===== config.mk =====
export PLATFORM = sky130hd
export DESIGN_NAME = mem_sp_stream_rd
export DESIGN_NICKNAME = d
export VERILOG_FILES = /design/src/rtl/mem_sp_stream_rd.sv
export SDC_FILE = /design/constraint.sdc
export NUM_CORES = 1
export LEC_CHECK = 0
export CAP_MARGIN = 30
export CORE_UTILIZATION = 57
export DETAILED_ROUTE_END_ITERATION = 12
export DONT_BUFFER_PORTS = 1
export PLACE_DENSITY = 0.74
export SLEW_MARGIN = 20
export SYNTH_ARGS = -nofsm -noshare
export SYNTH_HDL_FRONTEND = slang
export SYNTH_SLANG_ARGS = --single-unit

===== constraint.sdc =====
create_clock -name CLK -period 2.2 [get_ports CLK]
set_clock_uncertainty 0.15 [all_clocks]
set_input_delay 0.33 -clock CLK [delete_from_list [all_inputs] [get_ports CLK]]
set_output_delay 0.33 -clock CLK [all_outputs]
set_load 0.02 [all_outputs]

===== src/rtl/mem_sp_stream_rd.sv =====
// Streams LEN consecutive words out of a single-port buffer memory onto a valid/ready
// interface; a 2-entry skid FIFO hides the one-cycle registered read latency.
module mem_sp_stream_rd #(
    parameter int T_MSZ       = 12,
    parameter int WIDTH_DATA  = 32,
    parameter int CNT_CHANNLS = 4
) (
    input  logic                   CLK,
    input  logic                   rst,
    input  logic                   start,
    input  logic [T_MSZ-1:0]       base_addr,
    input  logic [T_MSZ:0]         len,
    input  logic [CNT_CHANNLS-1:0] last_be,
    output logic                   busy,
    output logic                   done,
    output logic [T_MSZ-1:0]       mem_a,
    output logic                   mem_ce,
    output logic [CNT_CHANNLS-1:0] mem_we,
    input  logic [WIDTH_DATA-1:0]  mem_q,
    output logic [WIDTH_DATA-1:0]  m_data,
    output logic [CNT_CHANNLS-1:0] m_be,
    output logic                   m_valid,
    output logic                   m_last,
    input  logic                   m_ready
);

    typedef enum logic [1:0] {
        ST_IDLE,
        ST_RUN,
        ST_DRAIN
    } state_t;

    state_t                   state_reg;
    logic                     busy_reg;
    logic                     done_reg;
    logic [T_MSZ-1:0]         addr_reg;
    logic [T_MSZ:0]           rd_cnt_reg;
    logic [T_MSZ:0]           out_cnt_reg;
    logic [CNT_CHANNLS-1:0]   last_be_reg;
    logic                     inflight_reg;
    logic                     inflight_last_reg;

    logic [WIDTH_DATA-1:0]    fifo_data [0:1];
    logic [CNT_CHANNLS-1:0]   fifo_be   [0:1];
    logic                     fifo_last [0:1];
    logic                     wr_ptr_reg;
    logic                     rd_ptr_reg;
    logic [1:0]               fifo_cnt_reg;

    logic                     pop;
    logic                     push;
    logic                     issue;
    logic [2:0]               occ;

    assign pop  = (fifo_cnt_reg != 2'd0) && m_ready;
    assign push = inflight_reg;
    assign occ  = {1'b0, fifo_cnt_reg} + {2'b00, inflight_reg};

    // Words already buffered plus the one in flight must leave room, counting the
    // slot freed by a handshake happening this same cycle.
    assign issue = (state_reg == ST_RUN) && (rd_cnt_reg != '0) &&
                   (occ < (3'd2 + {2'b00, pop}));

    assign busy    = busy_reg;
    assign done    = done_reg;
    assign mem_a   = addr_reg;
    assign mem_ce  = issue;
    assign mem_we  = '0;
    assign m_valid = (fifo_cnt_reg != 2'd0);
    assign m_data  = fifo_data[rd_ptr_reg];
    assign m_be    = fifo_be[rd_ptr_reg];
    assign m_last  = m_valid && fifo_last[rd_ptr_reg];

    always_ff @(posedge CLK) begin
        if (rst) begin
            state_reg         <= ST_IDLE;
            busy_reg          <= 1'b0;
            done_reg          <= 1'b0;
            addr_reg          <= '0;
            rd_cnt_reg        <= '0;
            out_cnt_reg       <= '0;
            last_be_reg       <= '0;
            inflight_reg      <= 1'b0;
            inflight_last_reg <= 1'b0;
            wr_ptr_reg        <= 1'b0;
            rd_ptr_reg        <= 1'b0;
            fifo_cnt_reg      <= 2'd0;
            for (int i = 0; i < 2; i++) begin
                fifo_data[i] <= '0;
                fifo_be[i]   <= '0;
                fifo_last[i] <= 1'b0;
            end
        end else begin
            done_reg          <= 1'b0;
            inflight_reg      <= issue;
            inflight_last_reg <= issue && (rd_cnt_reg == 1);

            if (push) begin
                fifo_data[wr_ptr_reg] <= mem_q;
                fifo_be[wr_ptr_reg]   <= inflight_last_reg ? last_be_reg : '1;
                fifo_last[wr_ptr_reg] <= inflight_last_reg;
                wr_ptr_reg            <= ~wr_ptr_reg;
            end
            if (pop) begin
                rd_ptr_reg  <= ~rd_ptr_reg;
                out_cnt_reg <= out_cnt_reg - 1'b1;
            end
            case ({push, pop})
                2'b10:   fifo_cnt_reg <= fifo_cnt_reg + 2'd1;
                2'b01:   fifo_cnt_reg <= fifo_cnt_reg - 2'd1;
                default: fifo_cnt_reg <= fifo_cnt_reg;
            endcase

            case (state_reg)
                ST_IDLE: begin
                    if (start) begin
                        addr_reg    <= base_addr;
                        rd_cnt_reg  <= len;
                        out_cnt_reg <= len;
                        last_be_reg <= last_be;
                        if (len == '0) begin
                            done_reg <= 1'b1;
                        end else begin
                            state_reg <= ST_RUN;
                            busy_reg  <= 1'b1;
                        end
                    end
                end
                ST_RUN: begin
                    if (issue) begin
                        addr_reg   <= addr_reg + 1'b1;
                        rd_cnt_reg <= rd_cnt_reg - 1'b1;
                        if (rd_cnt_reg == 1) begin
                            state_reg <= ST_DRAIN;
                        end
                    end
                end
                ST_DRAIN: begin
                    if (pop && (out_cnt_reg == 1)) begin
                        state_reg <= ST_IDLE;
                        busy_reg  <= 1'b0;
                        done_reg  <= 1'b1;
                    end
                end
                default: state_reg <= ST_IDLE;
            endcase
        end
    end

endmodule


Word level (Yosys, flattened, before mapping):

Memories as Yosys holds them, arrays and structs flattened. A register that Yosys moved wholly into a read port is not among the register bits.
Cells that the tools add are included.
W data, S select, Z words.

* add/subtract/negate cells: 7
* order comparisons: 1
* equal/unequal tests: 11
* muxes and demuxes: 45
* bitwise operators: 2
* reduce and logical (&&, ||, !) cells: 20

Operators with widths (number)
* $mux W13: 5
* $mux W32: 1
* $reduce_or A32 Y1: 1
* $eq A13 B1 Y1 const B: 2
* $pmux W13 S2: 1
* $sub A13 B1 Y13 const B: 2
* $mux W1: 24
* $mux W12: 2
* $pmux W12 S2: 1
* $logic_not A13 Y1: 1
* $reduce_bool A13 Y1: 1
* $add A12 B1 Y12 const B: 1
* $mux W2: 5
* $mux W4: 2
* $ne A2 B2 Y1 const B: 4
* $reduce_bool A2 Y1: 4
* $logic_and A1 B1 Y1: 6
* $pmux W2 S3: 1
* $reduce_and A5 Y1: 1
* $eq A2 B1 Y1 const B: 2
* $eq A2 B2 Y1 const B: 2
* $pmux W1 S2: 2
* $pmux W2 S2: 1
* $reduce_and A4 Y1: 1
* 12 further kinds: 13

* bits in registers: 52
* memory bits (writable): 74
* input bits: 65
* output and inout port bits: 57
* word-level logic and storage cells: 101
* memories: 3

Memory list
* fifo_data: words 2, bits a word 32, rd ports 1, clocked after Yosys merged registers in 1, write ports 2, line 43 `logic [WIDTH_DATA-1:0] fifo_data [0:1];`
* fifo_be: words 2, bits a word 4, rd ports 1, clocked after Yosys merged registers in 1, write ports 2, line 44 `logic [CNT_CHANNLS-1:0] fifo_be [0:1];`
* fifo_last: words 2, bits a word 1, rd ports 1, clocked after Yosys merged registers in 1, write ports 2, line 45 `logic fifo_last [0:1];`

Longest topological paths before layout:

Gate-level depths: netlist of the first run.

* depth after elaboration: 7
* depth in mapped cells: 8
* depth with buffers taken out: 7

Worst setup path after synthesis of the first run:

OpenSTA, ideal clock, no wires.

* path type: input to register
* start: input rst
* end: memory fifo_be[1][0] (enable)
* arrival time: 1.811 ns
* required time: 1.650 ns
* setup slack: -0.161 ns
* stages: 3
* buffers on the path: 2
* cell sequence: clkbuf_1 > clkbuf_1 > nand2b_1

RTL lines
* start, declared: line 9 `input logic rst,`
* end, declared: line 44

Worst setup path after layout of the first run:

* start: register fifo_cnt_reg[0]
* end: output mem_ce

* cells in the longest elaborated chain, start to end: 5
* elaborated cells between the ends (all ways): 6

RTL lines
* start, declared: line 48 `logic [1:0] fifo_cnt_reg;`
* start signal, assigned: line 109 `2'b10: fifo_cnt_reg <= fifo_cnt_reg + 2'd1;`
* start signal, assigned: line 110 `2'b01: fifo_cnt_reg <= fifo_cnt_reg - 2'd1;`
* start signal, assigned: line 111 `default: fifo_cnt_reg <= fifo_cnt_reg;`
* $reduce_bool A2 Y1: line 55 `assign pop = (fifo_cnt_reg != 2'd0) && m_ready;`
* $logic_and A1 B1 Y1: line 55
* $add A2 B1 Y3: line 62 `(occ < (3'd2 + {2'b00, pop}));`
* $lt A3 B3 Y1 (*): line 62
* $logic_and A1 B1 Y1 (*): line 61 `assign issue = (state_reg == ST_RUN) && (rd_cnt_reg != '0) &&`
* end, declared: line 17 `output logic mem_ce,`

Mark *: on every way between the ends. The rest lies on a longest branch, timed or not.

==> results of run 1 <==
## worst paths after layout
path / start / to / slack (ps)
worst max-delay path: fifo_cnt_reg[0]$_SDFFE_PP0P_ / mem_ce / -240
worst min-delay path: len[5] / state_reg[0]$_SDFFE_PP0P_ / 30
worst min register to register: last_be_reg[2]$_SDFFE_PP0P_ / last_be_reg[2]$_SDFFE_PP0P_ / 310
worst max register to register: rd_cnt_reg[1]$_SDFFE_PP0P_ / rd_cnt_reg[11]$_SDFFE_PP0P_ / -60
## worst max-delay path, cell delays in order (launching register included)
cell and delay [ps]:
dfxtp_4 360, ha_4 160, ha_4 150, nand2b_4 140, buf_6 120, or3_4 410
inv_4 100
## stage by stage
step                total power, mW  TNS [ps]  hold WS, ps
finish                        7.331    -462.0        26.51
global route                  7.599     -1644        20.60
CTS                           7.236     -2983        6.911
detailed placement            4.386     -1776        260.2
global placement              4.338     -1468        256.6
floorplan                     4.022         0        286.7
## layout make-up
type / instances / area share
Timing Repair Buffer: 105 / 0.1316
Clock buffer: 17 / 0.05218
Clock inverter: 15 / 0.01860
Inverter: 11 / 0.005518
Tap cell: 136 / 0.02144
Sequential cell: 127 / 0.4149
Multi-Input combinational cell: 414 / 0.3557
## cells by family (layout without fill, tap and decap cells)
logic type | Yosys count | after routing | synth area share
xor gates and xnor gates | 15 | 15 | 0.02138
muxes | 37 | 37 | 0.06762
other | 1 | 4 | 0.0006104
and+or+nand+nor | 244 | 244 | 0.2153
AOI/OAI and AO/OA | 105 | 105 | 0.1067
buffers and inverters | 51 | 148 | 0.03564
adders and majority gates | 9 | 9 | 0.01833
DFF | 127 | 127 | 0.5344
## metal layers
metal	wire, µm	track usage
met1	5872	0.3213
met2	7537	0.4575
met3	986	0.06803
met5	0	0
met4	398	0.1091
## cells in the final DEF, fill, tap and decap left out, drive strengths merged, types with 3 or more instances in the layout
cell,Yosys,layout
nand2b,6,6
o32ai,4,4
o31a,3,3
nor2b,5,5
o211ai,3,3
ha,9,9
xor2,4,4
nand2,39,39
a211oi,13,13
or2,8,8
a311oi,4,4
conb,1,4
or3,12,12
clkinvlp,0,4
nor2,54,54
a21oi,43,43
clkinv,1,3
dfxtp,53,53
o21ai,20,20
or4,6,6
and3,3,3
nor3b,4,4
and2,69,69
edfxtp,74,74
o31ai,4,4
dlygate4sd3,0,62
nor4,9,9
buf,13,43
nor3,16,16
mux2,36,36
clkbuf,27,17
xnor2,11,11
nand3,7,7
inv,10,18
## report_power, final
part | internal (mW) | switching [mW] | leakage [nW]
clock | 1.53 | 1.13 | 0.264
sequential | 2.73 | 0.193 | 1.21
combinational | 0.782 | 0.961 | 1.50
total | 5.05 | 2.29 | 2.97
## repair_timing
item / in CTS / in global routing
buffers inserted: 5 / 4
resized for setup: 16 / 32
pin swaps: 5 / 9
hold endpoints to repair: 117 / 0
setup endpoints to repair: 32 / 28
hold buffers: 63 / 0
==> flow_summary.toml, run 1 <==
[routing]
wirelength_mm = 14.80
wl_per_cell_um = 17.93
vias = 4814
drc = 0
drtIter0Drc = 344
viasPerCell = 5.835
firstDrtPassIters = 5
antenna_left = 0

[clock_network]
clk_path_buf_depth = 2
clk_pin_slew_worst_paths_ps = 60
htreeDepth = 4
cts_tree = "built"
clkLatencyLatePin_ps = 520
cts.sinks = 127
cts_buffers = 17
root_buffer = "clkbuf_8"

[global_routing]
overflow = 0
grt_pass1_vias = 4707
grt_max_degree = 59
track_usage = 0.2677
grt_pass1_wl_mm = 23.12
antenna_found_initial = 0

[place]
dp_hpwl_mm = 8.793
postPlaceCellArea_um2 = 6486
finalWeightedCongestion = 0.7883
placedCellCount = 723
portBuffers = 0
preCtsSetupSlack_ps = -152.7

[pwr]
powerDensity_nw_per_um2 = 923.7
p_leak_nw = 2.974
max-vdd-ir-drop_v = 0.0004811

[critical_path]
ff2ff_path_depth = 9
crit_arrival_ps = 1960
critical_path_peak_fanout = 2
path_class = "reg2out"
crit_required_ps = 1720
endpoint_kind = "primary output"
worst_setup_path_start_kind = "flip-flop"

[synthesis]
synth_edf_count = 74
ys_seq_elements = 127
synth_top_cells_by_count = "edfxtp_1, and2_1, nor2_1"
postSynthAreaPerCell_um2 = 10.43
synth_top_flop_cell = "edfxtp_1"
synth_top_area_cell = "edfxtp_1"
synthCells = 589
ys_async_sr_fraction = 0
synth.most_common_cell = "edfxtp_1"
synth-warning-count = 0
yosysSeqAreaShare = 0.5344
yosysUniqueCellTypes = 58
ys_top_cells_by_area = "edfxtp_1, dfxtp_1, and2_1"
synth_top_area_frac = 0.3617
synthesis.area_um2 = 6143

[cells_and_area]
stdcell_area_um2 = 7936
largest_reg_flops = 64
multi_input_area_um2 = 2823
syn_to_final_growth_pct = 29.19
stdcell_count = 825
drive_above_1_share = 0.2322
fin_util = 0.7653
n_fill_cell = 652
antenna_cells = 0
nets = 750
regArea_um2 = 3293

[run_status]
status = "finished with violations"
violations = "negative setup slack"

[floorplanning]
row_count = 37
die_x_um = 105.8
core_area_um2 = 10370
die_h_um = 105.8
die_area_um2 = 11200
io_pins = 122
start_util = 0.5924

[timing]
slew_violations = 0
hold_viol = 0
setup_slack_ps = -240.8
fmax_mhz = 409.7
setup_violations = 10
final.period_utilization = 1.109
rsz0062_at_grt = "yes"
fin_crit_ps = 2441

[worst_hold_path]
hold_depth = 4
worstHoldPathType = "in2reg"

[job]
maxCapViolCount = 0
Power figures use the tool's default switching activity.
==> inputs of run 2 (changes only) <==
CORE_MARGIN = 5   (was unset)
==> run 2 against run 1 <==
Sequential share of layout area decreased by 1.1 points. Cell area grew 2.8%. Critical path depth is the same. Setup slack better by 18 ps. Utilization shrank 0.25 points. Largest power group unchanged. Fmax is 0.76% higher. Total power increased by 3.8%. The flow still finishes with violations (negative setup slack). Final cell count grew 0.97%. Non-clock buffer count is 4 higher. Sequential cell count unchanged. Count of clock-buffer cells in the layout increased by 1. Critical endpoint unchanged.
==> flow_summary.toml, run 2 (same netlist as run 1, synthesis figures left out) <==
[critical_path]
path_class = "reg2out"
critical_path_peak_fanout = 3
worst_setup_path_start_kind = "flip-flop"
rrSetupSlack_ps = -100
crit_required_ps = 1720
crit_arrival_ps = 1940
r2r_start = "fifo_cnt_reg[0]$_SDFFE_PP0P_"
startpoint = "fifo_cnt_reg[0]$_SDFFE_PP0P_"
endpoint_kind = "primary output"

[cells_and_area]
fin_util = 0.7628
nets = 754
largest_reg_flops = 64
layout_common_cells = "edfxtp_1, and2_1, dlygate4sd3_1"
antenna_cells = 0
drive_above_1_share = 0.2670
n_fill_cell = 672
syn_to_final_growth_pct = 32.83
layout.cells.most_common = "edfxtp_1"

[routing]
wirelength_mm = 16.64
drc = 0
vias = 4969
antenna_left = 0
viasPerCell = 5.965
firstDrtPassIters = 6
drtIter0Drc = 457
wl_per_cell_um = 19.98

[floorplanning]
die_h_um = 113.8
core_area_um2 = 10700
io_pins = 122
die_area_um2 = 12950
row_count = 38
die_x_um = 113.8
start_util = 0.5743

[timing]
final.period_utilization = 1.101
fmax_mhz = 412.8
setup_slack_ps = -222.4
hold_viol = 0
rsz0062_at_grt = "yes"
slew_violations = 0
setup_violations = 13
fin_crit_ps = 2422

[place]
finalWeightedCongestion = 0.8079
portBuffers = 0
preCtsSetupSlack_ps = -83.42
dp_hpwl_mm = 8.949

[global_routing]
track_usage = 0.2407
antenna_found_initial = 0
overflow = 0
grt_pass1_vias = 4906
grt_pass1_wl_mm = 24.58
grt_max_degree = 59

[run_status]
violations = "negative setup slack"
status = "finished with violations"

[worst_hold_path]
worstHoldPathType = "in2reg"
min_from = "rst"

[job]
maxCapViolCount = 0

[clock_network]
cts_tree = "built"
clkLatencyLatePin_ps = 520
htreeDepth = 4
cts_buffers = 17
clk_path_buf_depth = 2
root_buffer = "clkbuf_8"
clk_pin_slew_worst_paths_ps = 60
cts.sinks = 127

[pwr]
max-vdd-ir-drop_v = 0.0004707
p_leak_nw = 3.051
powerDensity_nw_per_um2 = 932.7
[run 2: cell count changes in the layout (fill, tap and decap cells not counted), moves of 6 or more]
cell | previous run | this run
o21ai_0 | 13 | 6
a21oi_1 | 35 | 28
a21oi_2 | 8 | 14
o21ai_2 | 3 | 9
or2_2 | 7 | 1
or2_4 | 0 | 6
[run 2: cell type report]
| class | instances | area, µm² | share of cell area |
|---|---|---|---|
| inverter | 11 | 43.79 | 0.005366 |
| clock buffer | 18 | 417.9 | 0.05121 |
| clock inverter | 14 | 163.9 | 0.02009 |
| timing repair buffer | 109 | 1129 | 0.1383 |
| multi-input combinational | 414 | 2938 | 0.3600 |
| tap | 140 | 175.2 | 0.02147 |
| sequential | 127 | 3293 | 0.4036 |
[run 2: layer usage]
layer  wire length, µm  vias up  global-route usage
met1              6368     2392              0.2794
met5                 0        -                   0
met3              1160       58             0.06737
met4               590        0              0.1101
met2              8525      238              0.4138
li1                  -     2281                   -
[run 2: repair_timing]
item                                    4_1_cts  5_1_grt
hold buffers                                 63        0
cloned                                        1        2
pin swaps                                     3       39
buffers inserted                              4        8
gates resized for setup                      15       77
endpoints found under the setup margin       38       25
hold endpoints to repair                    117        0
[run 2: where the power goes]
part	switching [mW]	leakage [nW]	internal, mW
logic	1.06	1.57	0.864
registers	0.198	1.21	2.73
clock network	1.04	0.273	1.72
[run 2: stage by stage]
stage | hold WS, ps | cells | instance area (µm²) | TNS, ps | power (mW)
2_1_floorplan | 286.7 | 592 | 6157 | 0 | 4.022
3_3_place_gp | 257.4 | 723 | 6449 | -1134 | 4.327
3_5_place_dp | 260.4 | 724 | 6456 | -180.0 | 4.371
4_1_cts | 7.649 | 824 | 7805 | -745.6 | 7.347
5_1_grt | 37.78 | 833 | 8160 | -2077 | 7.926
6_report | 38.84 | 833 | 8160 | -799.4 | 7.611
[run 2: final timing paths]
check	cells past startpoint	endpoint
worst max-delay path	6	mem_ce
worst min-delay path	2	fifo_be[0][2]$_SDFFCE_PN0P_
worst max register to register	9	mem_a[0]$_SDFFE_PP0P_
worst min register to register	2	last_be_reg[0]$_SDFFE_PP0P_
[run 2: critical path, stage by stage (launching register included)]
cell and delay [ps]:
dfxtp_2 340, ha_4 160, ha_4 150, nand2b_4 150, buf_6 120, or3_4 410, inv_4 100
==> inputs of run 3 (changes only) <==
CORE_UTILIZATION = 63   (was 57)
PLACE_DENSITY = 0.78   (was 0.74)
REMOVE_ABC_BUFFERS = 1   (was unset)
clock period = 2.7 ns   (was 2.2 ns; I/O delays follow)
==> run 3 against run 2 <==
The flow now finishes without violations. Final cell count shrank 5.3%. Wire length shrank 10%. Global-route usage grew 1.5 points. Sequential power shrank 19%.
==> flow_summary.toml, run 3 (same netlist as run 1, synthesis figures left out) <==
[routing]
drtIter0Drc = 316
antenna_left = 0
viasPerCell = 5.947
drc = 0
wirelength_mm = 14.95
wl_per_cell_um = 18.95
vias = 4692
firstDrtPassIters = 5

[cells_and_area]
largest_reg_flops = 64
syn_to_final_growth_pct = 22.10
stdcell_area_um2 = 7501
antenna_cells = 0
fin_util = 0.7782
drive_above_1_share = 0.1646
layout.cells.most_common = "edfxtp_1"
layout_common_cells = "edfxtp_1, and2_1, dlygate4sd3_1"
n_fill_cell = 661
nets = 717

[floorplanning]
core_area_um2 = 9639
row_count = 36
die_x_um = 108.8
start_util = 0.6373
die_h_um = 108.8
die_area_um2 = 11830
io_pins = 122

[clock_network]
root_buffer = "clkbuf_8"
cts_buffers = 17
clk_path_buf_depth = 2
clk_pin_slew_worst_paths_ps = 60
clkLatencyLatePin_ps = 510
cts.sinks = 127
htreeDepth = 4
cts_tree = "built"

[timing]
fmax_mhz = 383.1
holdWs_ps = 27.94
fin_crit_ps = 2610
worst_slew_pin_slew_ps = 582.4
rsz0062_at_grt = "no"
relSlewSlack = 0.6117
tns_ps = 0
slew_violations = 0
final.period_utilization = 0.9667
hold_viol = 0
setup_violations = 0

[global_routing]
overflow = 0
grt_max_degree = 59
grt_pass1_vias = 4667
grt_pass1_wl_mm = 23.15
track_usage = 0.2557
antenna_found_initial = 0

[critical_path]
crit_required_ps = 2140
crit_arrival_ps = 2060
endpoint_kind = "primary output"
path_class = "reg2out"
critical_path_peak_fanout = 4
worst_setup_path_start_kind = "flip-flop"

[pwr]
powerDensity_nw_per_um2 = 799.0
p_leak_nw = 2.817
max-vdd-ir-drop_v = 0.0004020

[job]
maxCapViolCount = 0

[run_status]
status = "finished, final reports clean"

[worst_hold_path]
worstHoldPathType = "in2reg"

[place]
portBuffers = 0
dp_hpwl_mm = 8.839
finalWeightedCongestion = 0.7552
postPlaceCellArea_um2 = 6266
run 3: cell type report:
class,count,area (µm²),area share
multi-input combinational,414,2673,0.3563
sequential,127,3284,0.4379
inverter,11,41.29,0.005505
timing repair buffer,72,703.2,0.09374
tap,133,166.4,0.02219
clock inverter,15,219.0,0.02919
clock buffer,17,414.1,0.05521
run 3: worst paths after layout:
check,from,end,slack (ps),cells past startpoint
max,inflight_reg$_SDFF_PP0_,mem_ce,90,5
min,base_addr[11],mem_a[11]$_SDFFE_PP0P_,30,4
max reg2reg,rd_cnt_reg[0]$_SDFFE_PP0P_,rd_cnt_reg[5]$_SDFFE_PP0P_,180,8
min reg2reg,last_be_reg[0]$_SDFFE_PP0P_,last_be_reg[0]$_SDFFE_PP0P_,310,2
run 3: where the power goes:
part / switching [mW] / internal [mW] / leakage [nW]
Sequential: 0.149 / 2.22 / 1.21
Clock: 0.839 / 1.59 / 0.305
Combinational: 0.719 / 0.476 / 1.31
run 3: stage by stage:
stage	worst slack, ps	cells	total power [mW]
after detailed placement	228.2	698	3.469
after floorplan	65.31	552	3.225
after global placement	371.6	698	3.422
final	89.91	789	5.993
after CTS	32.43	788	5.991
after global routing	6.663	789	6.233
run 3: critical path, stage by stage, from the launching register on:
cell     delay [ps]
dfxtp_1         340
ha_1            230
ha_1            280
o21a_1          160
or3_4           420
inv_2           120
run 3: repair_timing:
action	4_1_cts	5_1_grt
endpoints found under the setup margin	1	1
pin swaps	2	0
setup buffers	2	1
resized for setup	3	1
hold buffers	56	0
hold endpoints to repair	117	0
cloned	0	0
run 3: layer usage:
metal / wire, µm / global-route usage / share of wire / vias up
met2: 7825 / 0.4440 / 0.52 / 197
met4: 173 / 0.09017 / 0.012 / 0
met5: 0 / 0 / 0 / -
met1: 5757 / 0.3016 / 0.39 / 2280
li1: - / - / - / 2199
met3: 1195 / 0.07578 / 0.080 / 16
